--- config.mk ---
export PLATFORM = sky130hd
export DESIGN_NAME = hdmi_line_fetch_ctrl
export DESIGN_NICKNAME = d
export VERILOG_FILES = /design/src/rtl/hdmi_pkg.sv /design/src/rtl/hdmi_edge_det.sv /design/src/rtl/hdmi_line_fetch_ctrl.sv
export SDC_FILE = /design/constraint.sdc
export NUM_CORES = 1
export LEC_CHECK = 0
export CAP_MARGIN = 10
export CORE_ASPECT_RATIO = 1.1
export CORE_MARGIN = 2
export CORE_UTILIZATION = 53
export DETAILED_ROUTE_END_ITERATION = 8
export PLACE_DENSITY = 0.86
export SLEW_MARGIN = 20
export SYNTH_ARGS = -nofsm -noshare
export SYNTH_HDL_FRONTEND = slang
export SYNTH_SLANG_ARGS = --single-unit
--- constraint.sdc ---
create_clock -name clk -period 2.9 [get_ports clk]
set_clock_uncertainty 0.15 [all_clocks]
set_input_delay 0.725 -clock clk [delete_from_list [all_inputs] [get_ports clk]]
set_output_delay 0.725 -clock clk [all_outputs]
set_load 0.1 [all_outputs]
--- src/rtl/hdmi_pkg.sv ---
// Shared types and constants for the HDMI line fetch controller.
package hdmi_pkg;
    typedef enum logic [1:0] {
        ST_IDLE = 2'd0,
        ST_REQ  = 2'd1,
        ST_WAIT = 2'd2
    } fetch_state_e;

    localparam int RD_LEN_W = 16;
endpackage

--- src/rtl/hdmi_edge_det.sv ---
// Registers a timing signal once and reports its rising and falling edges.
module hdmi_edge_det #(
    parameter logic RST_VAL = 1'b0
) (
    input  logic clk,
    input  logic rst,
    input  logic sig_i,
    output logic rise_o,
    output logic fall_o
);
    logic sig_q;

    // NOTE: sequential state uses non-blocking assignments so every flop samples pre-edge values.
    always_ff @(posedge clk or posedge rst) begin
        if (rst) sig_q <= RST_VAL;
        else     sig_q <= sig_i;
    end

    assign rise_o = ~sig_q & sig_i;
    assign fall_o = sig_q & ~sig_i;
endmodule

--- src/rtl/hdmi_line_fetch_ctrl.sv ---
// Fetches active video lines into a two-line ping-pong buffer, keeping at most
// two lines ahead of the display and flagging lines whose data arrived late.
module hdmi_line_fetch_ctrl
    import hdmi_pkg::*;
#(
    parameter int                    V_ACTIVE_LINE = 720,
    parameter int                    LINE_WORDS    = 160,
    parameter int                    ADDR_WIDTH    = 32,
    parameter logic [ADDR_WIDTH-1:0] BASE_ADDR     = '0,
    parameter logic [ADDR_WIDTH-1:0] LINE_STRIDE   = ADDR_WIDTH'(640)
) (
    input  logic                  clk,
    input  logic                  rst,
    input  logic                  en,
    input  logic                  de,
    input  logic                  vsync,
    output logic                  rd_req,
    output logic [ADDR_WIDTH-1:0] rd_addr,
    output logic [RD_LEN_W-1:0]   rd_len,
    input  logic                  rd_ack,
    input  logic                  rd_done,
    output logic                  wr_buf,
    output logic                  rd_buf,
    output logic                  underflow
);
    localparam int                LINE_W    = $clog2(V_ACTIVE_LINE + 1);
    localparam logic [LINE_W-1:0] V_LINES   = LINE_W'(V_ACTIVE_LINE);
    localparam logic [1:0]        PEND_INIT = (V_ACTIVE_LINE >= 2) ? 2'd2 : 2'(V_ACTIVE_LINE);

    fetch_state_e          state_q;
    logic                  rd_req_q;
    logic [ADDR_WIDTH-1:0] rd_addr_q;
    logic [1:0]            pending_q, pending_d;
    logic [1:0]            buf_valid_q, buf_valid_d;
    logic [LINE_W-1:0]     disp_line_q, fetch_line_q;
    logic                  discard_q;
    logic                  underflow_q;

    logic de_rise, de_fall, frame_start, vsync_fall_unused;
    logic done_ok, disp_adv, pend_inc;
    logic [2:0] pend_sum;

    hdmi_edge_det #(.RST_VAL(1'b0)) u_de_edge (
        .clk(clk), .rst(rst), .sig_i(de), .rise_o(de_rise), .fall_o(de_fall)
    );
    hdmi_edge_det #(.RST_VAL(1'b1)) u_vsync_edge (
        .clk(clk), .rst(rst), .sig_i(vsync), .rise_o(frame_start), .fall_o(vsync_fall_unused)
    );

    assign wr_buf    = fetch_line_q[0];
    assign rd_buf    = disp_line_q[0];
    assign rd_req    = rd_req_q;
    assign rd_addr   = rd_addr_q;
    assign rd_len    = RD_LEN_W'(LINE_WORDS);
    assign underflow = underflow_q;

    // NOTE: every always_comb output gets a default first so no latch is inferred.
    always_comb begin
        done_ok     = (state_q == ST_WAIT) && rd_done && !discard_q && !frame_start;
        disp_adv    = de_fall && (disp_line_q < V_LINES);
        pend_inc    = disp_adv && ((int'(disp_line_q) + 2) < V_ACTIVE_LINE);
        buf_valid_d = buf_valid_q;
        if (disp_adv) buf_valid_d[rd_buf] = 1'b0;
        if (done_ok)  buf_valid_d[wr_buf] = 1'b1;
        // Simultaneous completion and line end net out; never more than two lines ahead.
        pend_sum  = {1'b0, pending_q} + {2'b00, pend_inc} - {2'b00, done_ok};
        pending_d = (pend_sum > 3'd2) ? 2'd2 : pend_sum[1:0];
    end

    always_ff @(posedge clk or posedge rst) begin
        if (rst) begin
            state_q      <= ST_IDLE;
            rd_req_q     <= 1'b0;
            rd_addr_q    <= BASE_ADDR;
            pending_q    <= 2'd0;
            buf_valid_q  <= 2'b00;
            disp_line_q  <= '0;
            fetch_line_q <= '0;
            discard_q    <= 1'b0;
            underflow_q  <= 1'b0;
        end else begin
            underflow_q <= de_rise && !buf_valid_q[rd_buf] && (disp_line_q < V_LINES) && !frame_start;

            if (frame_start) begin
                disp_line_q  <= '0;
                fetch_line_q <= '0;
                buf_valid_q  <= 2'b00;
                pending_q    <= PEND_INIT;
            end else begin
                disp_line_q  <= disp_line_q + LINE_W'(disp_adv);
                fetch_line_q <= fetch_line_q + LINE_W'(done_ok);
                buf_valid_q  <= buf_valid_d;
                pending_q    <= pending_d;
            end

            unique case (state_q)
                ST_IDLE: begin
                    if (frame_start) begin
                        rd_addr_q <= BASE_ADDR;
                    end else if (en && (pending_q != 2'd0) && (fetch_line_q < V_LINES)) begin
                        state_q  <= ST_REQ;
                        rd_req_q <= 1'b1;
                    end
                end
                ST_REQ: begin
                    // A new frame mid-request lets the bus see a stable request; the rewind waits for the ack.
                    if (frame_start) discard_q <= 1'b1;
                    if (rd_ack) begin
                        state_q  <= ST_WAIT;
                        rd_req_q <= 1'b0;
                        if (frame_start || discard_q) rd_addr_q <= BASE_ADDR;
                    end
                end
                ST_WAIT: begin
                    if (rd_done) begin
                        state_q   <= ST_IDLE;
                        discard_q <= 1'b0;
                        if (frame_start)     rd_addr_q <= BASE_ADDR;
                        else if (!discard_q) rd_addr_q <= rd_addr_q + LINE_STRIDE;
                    end else if (frame_start) begin
                        discard_q <= 1'b1;
                        rd_addr_q <= BASE_ADDR;
                    end
                end
                default: begin
                    state_q  <= ST_IDLE;
                    rd_req_q <= 1'b0;
                end
            endcase
        end
    end
endmodule

==> run metrics, run 1 <==
CTS Hold Bufs 0; type of the worst setup path reg -> reg; min cycle time layout 2.743 ns; cell with the most instances after synthesis sky130_fd_sc_hd__dfrtp_1; share of flip-flops with an asynchronous set or reset 100.0%; area of the mapped netlist 0.003417 mm2; post-synth top area share 45.40%; vias in the first global route 2,799; cell-internal power 0.001686 W; Unique masters post-synth 56; Most used DFF post-synth sky130_fd_sc_hd__dfrtp_1; fraction of layout cells with a size suffix above 1 21.10%; Die Span Y 88.22 um; peak fanout along the critical path 5; WL per Instance 15.56 um; required time at the worst-slack endpoint 3.04 ns; Congestion Overflow GR 0; All-Layer GR Usage 23.73%; TritonCTS clock tree built; PwrDens 700.6 mW/mm2; synthesis-to-layout area growth 19.99%; Worst Hold Path Cells 1; combinational fraction of design power 36.9%; final antenna-violating net count 0; cts bufs inserted 9; Tightest Pin Transition 0.8225 ns; Critical R2R Capture pending_q[0]; hold path startpoint rd_addr[4]; filler instances 495; via density per instance 5.785; starting density of the core 55.17%; wire length of the first global-routing pass 13,110 um; post-synthesis sequential element count 63; last weighted congestion value of the routability-driven placer 0.8319; insertion delay to the later sink of the worst-skew pair 0.36 ns; post-synthesis sequential area ratio 46.17%; area of the die 0.007106 mm2; number of flops mapped to enable cells by yosys 0; max-cap viol count 0; buffer count from post-CTS setup fixing 0; core box area 0.006193 mm2; final count of negative-setup-slack endpoints 0; Vias 2,875; Net count, final 431; switching component of the power 0.001187 W; number of search-and-repair iterations in the first detailed-routing pass 5; status completed; final core occ 66.20%; start of the worst register-to-register path disp_line_q[5]; worst slew slack as a fraction of its limit 44.80%; Worst R2R Setup Slack 0.16 ns; DRC 0; clock share of power 27.5%; Gate Count Post-Synth 350; IO Count 59; row count 30; Pins Over Slew Limit 0; root buffer cell sky130_fd_sc_hd__clkbuf_8; maximum clock rate 364.6 MHz; sum of negative setup slack 0 ns; Yosys warnings 0; final hold viol count 0; number of design-rule violations left by the first detailed-router iteration 225; number of inserted diodes 0; overall die width 80.56 um; number of antenna violations at the first check in global routing 0; CTS Sinks 63; RSZ-0062 raised after global routing false; worst r2r path cells 12; total leakage power 1.997 nW; top cell types by occurrence after synthesis sky130_fd_sc_hd__dfrtp_1, sky130_fd_sc_hd__nor2_1, sky130_fd_sc_hd__nand3_1; Period Utilization, post-route 94.59%; top cells by area in the synthesized netlist sky130_fd_sc_hd__dfrtp_1, sky130_fd_sc_hd__buf_4, sky130_fd_sc_hd__xor2_1, sky130_fd_sc_hd__ha_1, sky130_fd_sc_hd__nor2_1; port bufs 42; Post-Layout Inst Area 0.004100 mm2; first element of the critical path disp_line_q[5]; clock tree buffer depth 2; per-instance average area after synthesis 9.763 um2; CTS clock-pin slew for the worst setup and hold paths 0.07 ns; CP Launch Type register; cell type with the largest total area after synthesis sky130_fd_sc_hd__dfrtp_1; routed wire length 7733 um; number of H-tree levels 3; Min-Delay Path Class reg -> reg; pin count of the biggest net entering global routing 41; type of element capturing the critical path register; area post-placement 0.003886 mm2; switching power share of the total 41.31%; hold-critical path endpoint rd_addr[4]; Sequential Power Share 35.6%; HPWL reported at the end of detailed placement 5233 um; maximum VDD drop 587.4 uV; arrival time of the worst setup path 2.88 ns
critical path: stages (launching register included):
cell and delay [ns]:
sky130_fd_sc_hd__dfrtp_1 0.44, sky130_fd_sc_hd__o211a_1 0.23, sky130_fd_sc_hd__o21ai_0 0.23, sky130_fd_sc_hd__and3b_1 0.23, sky130_fd_sc_hd__nand2_1 0.08, sky130_fd_sc_hd__ha_1 0.27, sky130_fd_sc_hd__inv_1 0.06, sky130_fd_sc_hd__ha_1 0.14
sky130_fd_sc_hd__inv_1 0.05, sky130_fd_sc_hd__fa_1 0.37, sky130_fd_sc_hd__xnor2_1 0.19, sky130_fd_sc_hd__nand3_1 0.13, sky130_fd_sc_hd__nor2_1 0.10
metrics by stage:
stage | total power (W) | std cells | hold slack, ns | setup WS (ns)
5_1_grt | 0.003010 | 497 | 0.3521 | 0.02035
3_3_place_gp | 0.002047 | 481 | 0.3222 | -0.1531
3_5_place_dp | 0.002073 | 481 | 0.3220 | -0.2721
6_report | 0.002873 | 497 | 0.3428 | 0.1569
4_1_cts | 0.002867 | 497 | 0.3435 | 0.005401
2_1_floorplan | 0.001828 | 364 | 0.3434 | 0.2440
what timing repair did:
action | in CTS | in global routing
resized for setup | 0 | 2
hold endpoints to repair | 0 | 0
endpoints found under the setup margin | 0 | 2
kinds of logic after synthesis:
logic type               synth area share (%)
AO/OA/AOI/OAI                           13.77
XOR/XNOR                                5.895
adder cells (fa/ha/maj)                 4.614
AND/OR/NAND/NOR                         21.38
multiplexers                           0.5859
buffers and inverters                   7.360
other                                  0.2198
flip-flops                              46.17
worst max-delay path by stage:
stage,to,cells past startpoint
after global placement,pending_q[0],12
after CTS,pending_q[0],12
final,pending_q[0],12
after global routing,pending_q[0],12
after floorplan,pending_q[0],11
after detailed placement,pending_q[0],12
routing by layer:
| metal | global-route usage [%] | vias up | part of all wire, % |
|---|---|---|---|
| met1 | 30.32 | 1414 | 41 |
| met3 | 5.102 | 18 | 6.1 |
| met5 | 0 | - | 0 |
| li1 | - | 1336 | - |
| met2 | 39.39 | 107 | 51 |
| met4 | 10.02 | 0 | 1.9 |
state kept, by name (all words and copies together) (netlist names), 2 cells and up:
| register | cells |
|---|---|
| state_q | 2 |
| buf_valid_q | 2 |
| fetch_line_q | 10 |
| disp_line_q | 10 |
| pending_q | 2 |
| rd_addr | 32 |
layout make-up:
| type | count | area, um2 | area share [%] |
|---|---|---|---|
| clock buffers | 10 | 137.6 | 3.357 |
| clock inverters | 6 | 68.82 | 1.678 |
| inverters | 14 | 52.55 | 1.282 |
| multi-input cells | 259 | 1645 | 40.13 |
| flip-flops and latches | 63 | 1578 | 38.48 |
| well taps | 80 | 100.1 | 2.441 |
| repair buffers | 65 | 518.0 | 12.63 |
power groups by stage:
stage | Sequential (W) | Clock (W) | Combinational (W)
after floorplan | 0.00121 | 0 | 0.000616
after global routing | 0.00103 | 0.000830 | 0.00115
after CTS | 0.00102 | 0.000797 | 0.00105
final | 0.00102 | 0.000790 | 0.00106
after global placement | 0.00103 | 0 | 0.00102
after detailed placement | 0.00103 | 0 | 0.00104
cell usage in the layout (no fill, tap or decap), types with 10 or more instances in the layout:
cell type                  count
sky130_fd_sc_hd__inv_1        12
sky130_fd_sc_hd__buf_4        58
sky130_fd_sc_hd__nand2_1      17
sky130_fd_sc_hd__conb_1       16
sky130_fd_sc_hd__dfrtp_1      62
sky130_fd_sc_hd__o21ai_1      13
sky130_fd_sc_hd__clkbuf_8     10
sky130_fd_sc_hd__xor2_1       16
sky130_fd_sc_hd__o21ai_0      17
sky130_fd_sc_hd__nand3_1      25
sky130_fd_sc_hd__and2_1       13
sky130_fd_sc_hd__nand4_1      13
sky130_fd_sc_hd__ha_1         11
sky130_fd_sc_hd__a31oi_1      10
sky130_fd_sc_hd__nor2_1       36
No activity file was read; power rests on OpenSTA's default activity.
==> run 2: changes to the inputs <==
--- a/config.mk
+++ b/config.mk
@@ -11,7 +11,6 @@
 export CORE_UTILIZATION = 53
 export DETAILED_ROUTE_END_ITERATION = 8
 export PLACE_DENSITY = 0.86
-export SLEW_MARGIN = 20
 export SYNTH_ARGS = -nofsm -noshare
 export SYNTH_HDL_FRONTEND = slang
 export SYNTH_SLANG_ARGS = --single-unit
==> results of run 2 <==
The final DEF is identical to that of run 1; final timing and power are the same.
==> run 3: changes to the inputs <==
--- a/config.mk
+++ b/config.mk
@@ -6,9 +6,11 @@
 export NUM_CORES = 1
 export LEC_CHECK = 0
 export CAP_MARGIN = 10
+export CELL_PAD_IN_SITES_DETAIL_PLACEMENT = 1
+export CELL_PAD_IN_SITES_GLOBAL_PLACEMENT = 2
 export CORE_ASPECT_RATIO = 1.1
 export CORE_MARGIN = 2
-export CORE_UTILIZATION = 53
+export CORE_UTILIZATION = 33
 export DETAILED_ROUTE_END_ITERATION = 8
 export PLACE_DENSITY = 0.86
 export SYNTH_ARGS = -nofsm -noshare
==> run 3 against run 2 <==
  * Design area grew 1.3%
  * Combinational power is essentially flat
  * Setup slack gained 0.13 ns
  * Die area grew 57%
  * Power grew 1.3%
  * Via count shrank 2.4%
  * Hold slack lost 0.0045 ns
  * Sequential share of layout area shrank 0.49 points
  * Register-to-register slack gained 0.13 ns
==> run metrics, run 3 (synthesis gave the netlist of run 1 again) <==
type of the worst setup path reg -> reg; peak fanout along the critical path 4; arrival time of the worst setup path 2.76 ns; Congestion Overflow GR 0; Max stage delay cell, worst path sky130_fd_sc_hd__dfrtp_1; maximum VDD drop 371.9 uV; combinational fraction of design power 36.7%; final hold viol count 0; wire length of the first global-routing pass 14,700 um; fraction of layout cells with a size suffix above 1 21.48%; PostCTS Resize Cnt 0; RSZ-0062 raised after global routing false; fin cells 539; clock tree buffer depth 2; worst slew slack as a fraction of its limit 54.65%; TritonCTS clock tree built; starting density of the core 34.22%; chain of cells forming the critical path o211a_1, o21ai_0, and3b_1, nand2_1, ha_1, inv_1, ha_1, inv_1, fa_1, xnor2_1, nand3_1, nor2_1; last weighted congestion value of the routability-driven placer 0.7937; row count 38; min cycle time layout 2.617 ns; required time at the worst-slack endpoint 3.04 ns; CTS Sinks 63; final count of negative-setup-slack endpoints 0; Tightest Pin Transition 0.6778 ns; Net count, final 433; buffer count from post-CTS setup fixing 0; area post-placement 0.003939 mm2; clock share of power 28.1%; number of inserted diodes 0; overall power 0.002909 W; IO Count 59; Post-Layout Inst Area 0.004153 mm2; status completed; final core occ 41.59%; number of design-rule violations left by the first detailed-router iteration 75; cts bufs inserted 9; slowest cell delay on critical path 0.43 ns; via density per instance 5.208; Period Utilization, post-route 90.24%; area of the die 0.01119 mm2; max-cap viol count 0; number of search-and-repair iterations in the first detailed-routing pass 4; overall die width 101.0 um; synthesis-to-layout area growth 21.53%; PwrDens 700.4 mW/mm2; type of element capturing the critical path register; insertion delay to the later sink of the worst-skew pair 0.36 ns; final antenna-violating net count 0; DRC 0; pin count of the biggest net entering global routing 36; Min-Delay Path Class reg -> reg; Sequential Power Share 35.1%; CTS Hold Bufs 0; CTS clock-pin slew for the worst setup and hold paths 0.08 ns; HPWL reported at the end of detailed placement 6166 um; routed wire length 8498 um; Vias 2,807; core box area 0.009985 mm2; Die Span Y 110.7 um; All-Layer GR Usage 16.52%; root buffer cell sky130_fd_sc_hd__clkbuf_8; WL per Instance 15.77 um; leading cell type in the layout, fill and taps excluded sky130_fd_sc_hd__dfrtp_1; number of antenna violations at the first check in global routing 0; number of flip-flops under the largest register name 32; highest-count cells in the layout ignoring fill and taps sky130_fd_sc_hd__dfrtp_1, sky130_fd_sc_hd__buf_4, sky130_fd_sc_hd__nor2_1; Placement Setup Slack -0.3476 ns; post-route worst setup slack 0.2830 ns; port bufs 42; Pins Over Slew Limit 0; number of H-tree levels 3; maximum clock rate 382.1 MHz; switching component of the power 0.001216 W; Post-Place Cells 523; switching power share of the total 41.80%; total leakage power 2.015 nW; cell-internal power 0.001693 W; vias in the first global route 2,945; CP Launch Type register
run 3: changes by cell type in the layout (fill, tap and decap cells not counted):
cell | previous run | this run
sky130_fd_sc_hd__clkinv_2 | 0 | 1
sky130_fd_sc_hd__clkinv_4 | 0 | 2
sky130_fd_sc_hd__buf_4 | 58 | 61
sky130_fd_sc_hd__clkinvlp_4 | 4 | 1
sky130_fd_sc_hd__buf_12 | 1 | 0
run 3: power groups by stage:
stage,Sequential [W],Clock [W],Combinational (W)
after floorplan,0.00121,0,0.000616
after global routing,0.00103,0.000880,0.00117
final,0.00102,0.000818,0.00107
after CTS,0.00102,0.000839,0.00108
after global placement,0.00104,0,0.00105
after detailed placement,0.00104,0,0.00108
run 3: path summary, 6_finish.rpt:
path,from,endpoint,slack [ns],cells after the start
worst max-delay path,disp_line_q[4],pending_q[0],0.28,12
worst min-delay path,rd_addr[5],rd_addr[5],0.34,1
worst max register to register,disp_line_q[4],pending_q[0],0.28,12
worst min register to register,rd_addr[5],rd_addr[5],0.34,1
max in group asynchronous,rst,u_vsync_edge.sig_q,1.59,3
min in group asynchronous,rst,rd_addr[11],0.63,3
run 3: cell type report:
cell class,count,area (um2)
Clock buffer,10,137.6
Timing Repair Buffer,67,520.5
Fill cell,1175,5832
Inverter,14,52.55
Clock inverter,6,68.82
Sequential cell,63,1578
Tap cell,120,150.1
Multi-Input combinational cell,259,1645
run 3: worst max-delay path, delay by kind of cell, from the launching register on:
kind                       cells  cell delay, ns
DFF                            1            0.43
buffers and inverters          2            0.11
xor gates and xnor gates       1            0.17
and+or+nand+nor                4            0.49
AOI/OAI and AO/OA              2            0.43
adders and majority gates      3            0.79
run 3: metal layers:
metal	share of wire, %	vias to the layer above	GRT usage (%)	wire, um
li1	-	1340	-	-
met1	46	1409	21.60	3895
met2	50	47	27.11	4220
met3	2.8	11	2.585	234
met4	1.7	0	6.667	147
met5	0	-	0	0
run 3: per-stage QoR:
stage	TNS, ns	hold WS, ns
6_report	0	0.3383
5_1_grt	0	0.3568
4_1_cts	0	0.3458
3_5_place_dp	-1.603	0.3236
3_3_place_gp	-0.4571	0.3204
2_1_floorplan	0	0.3434
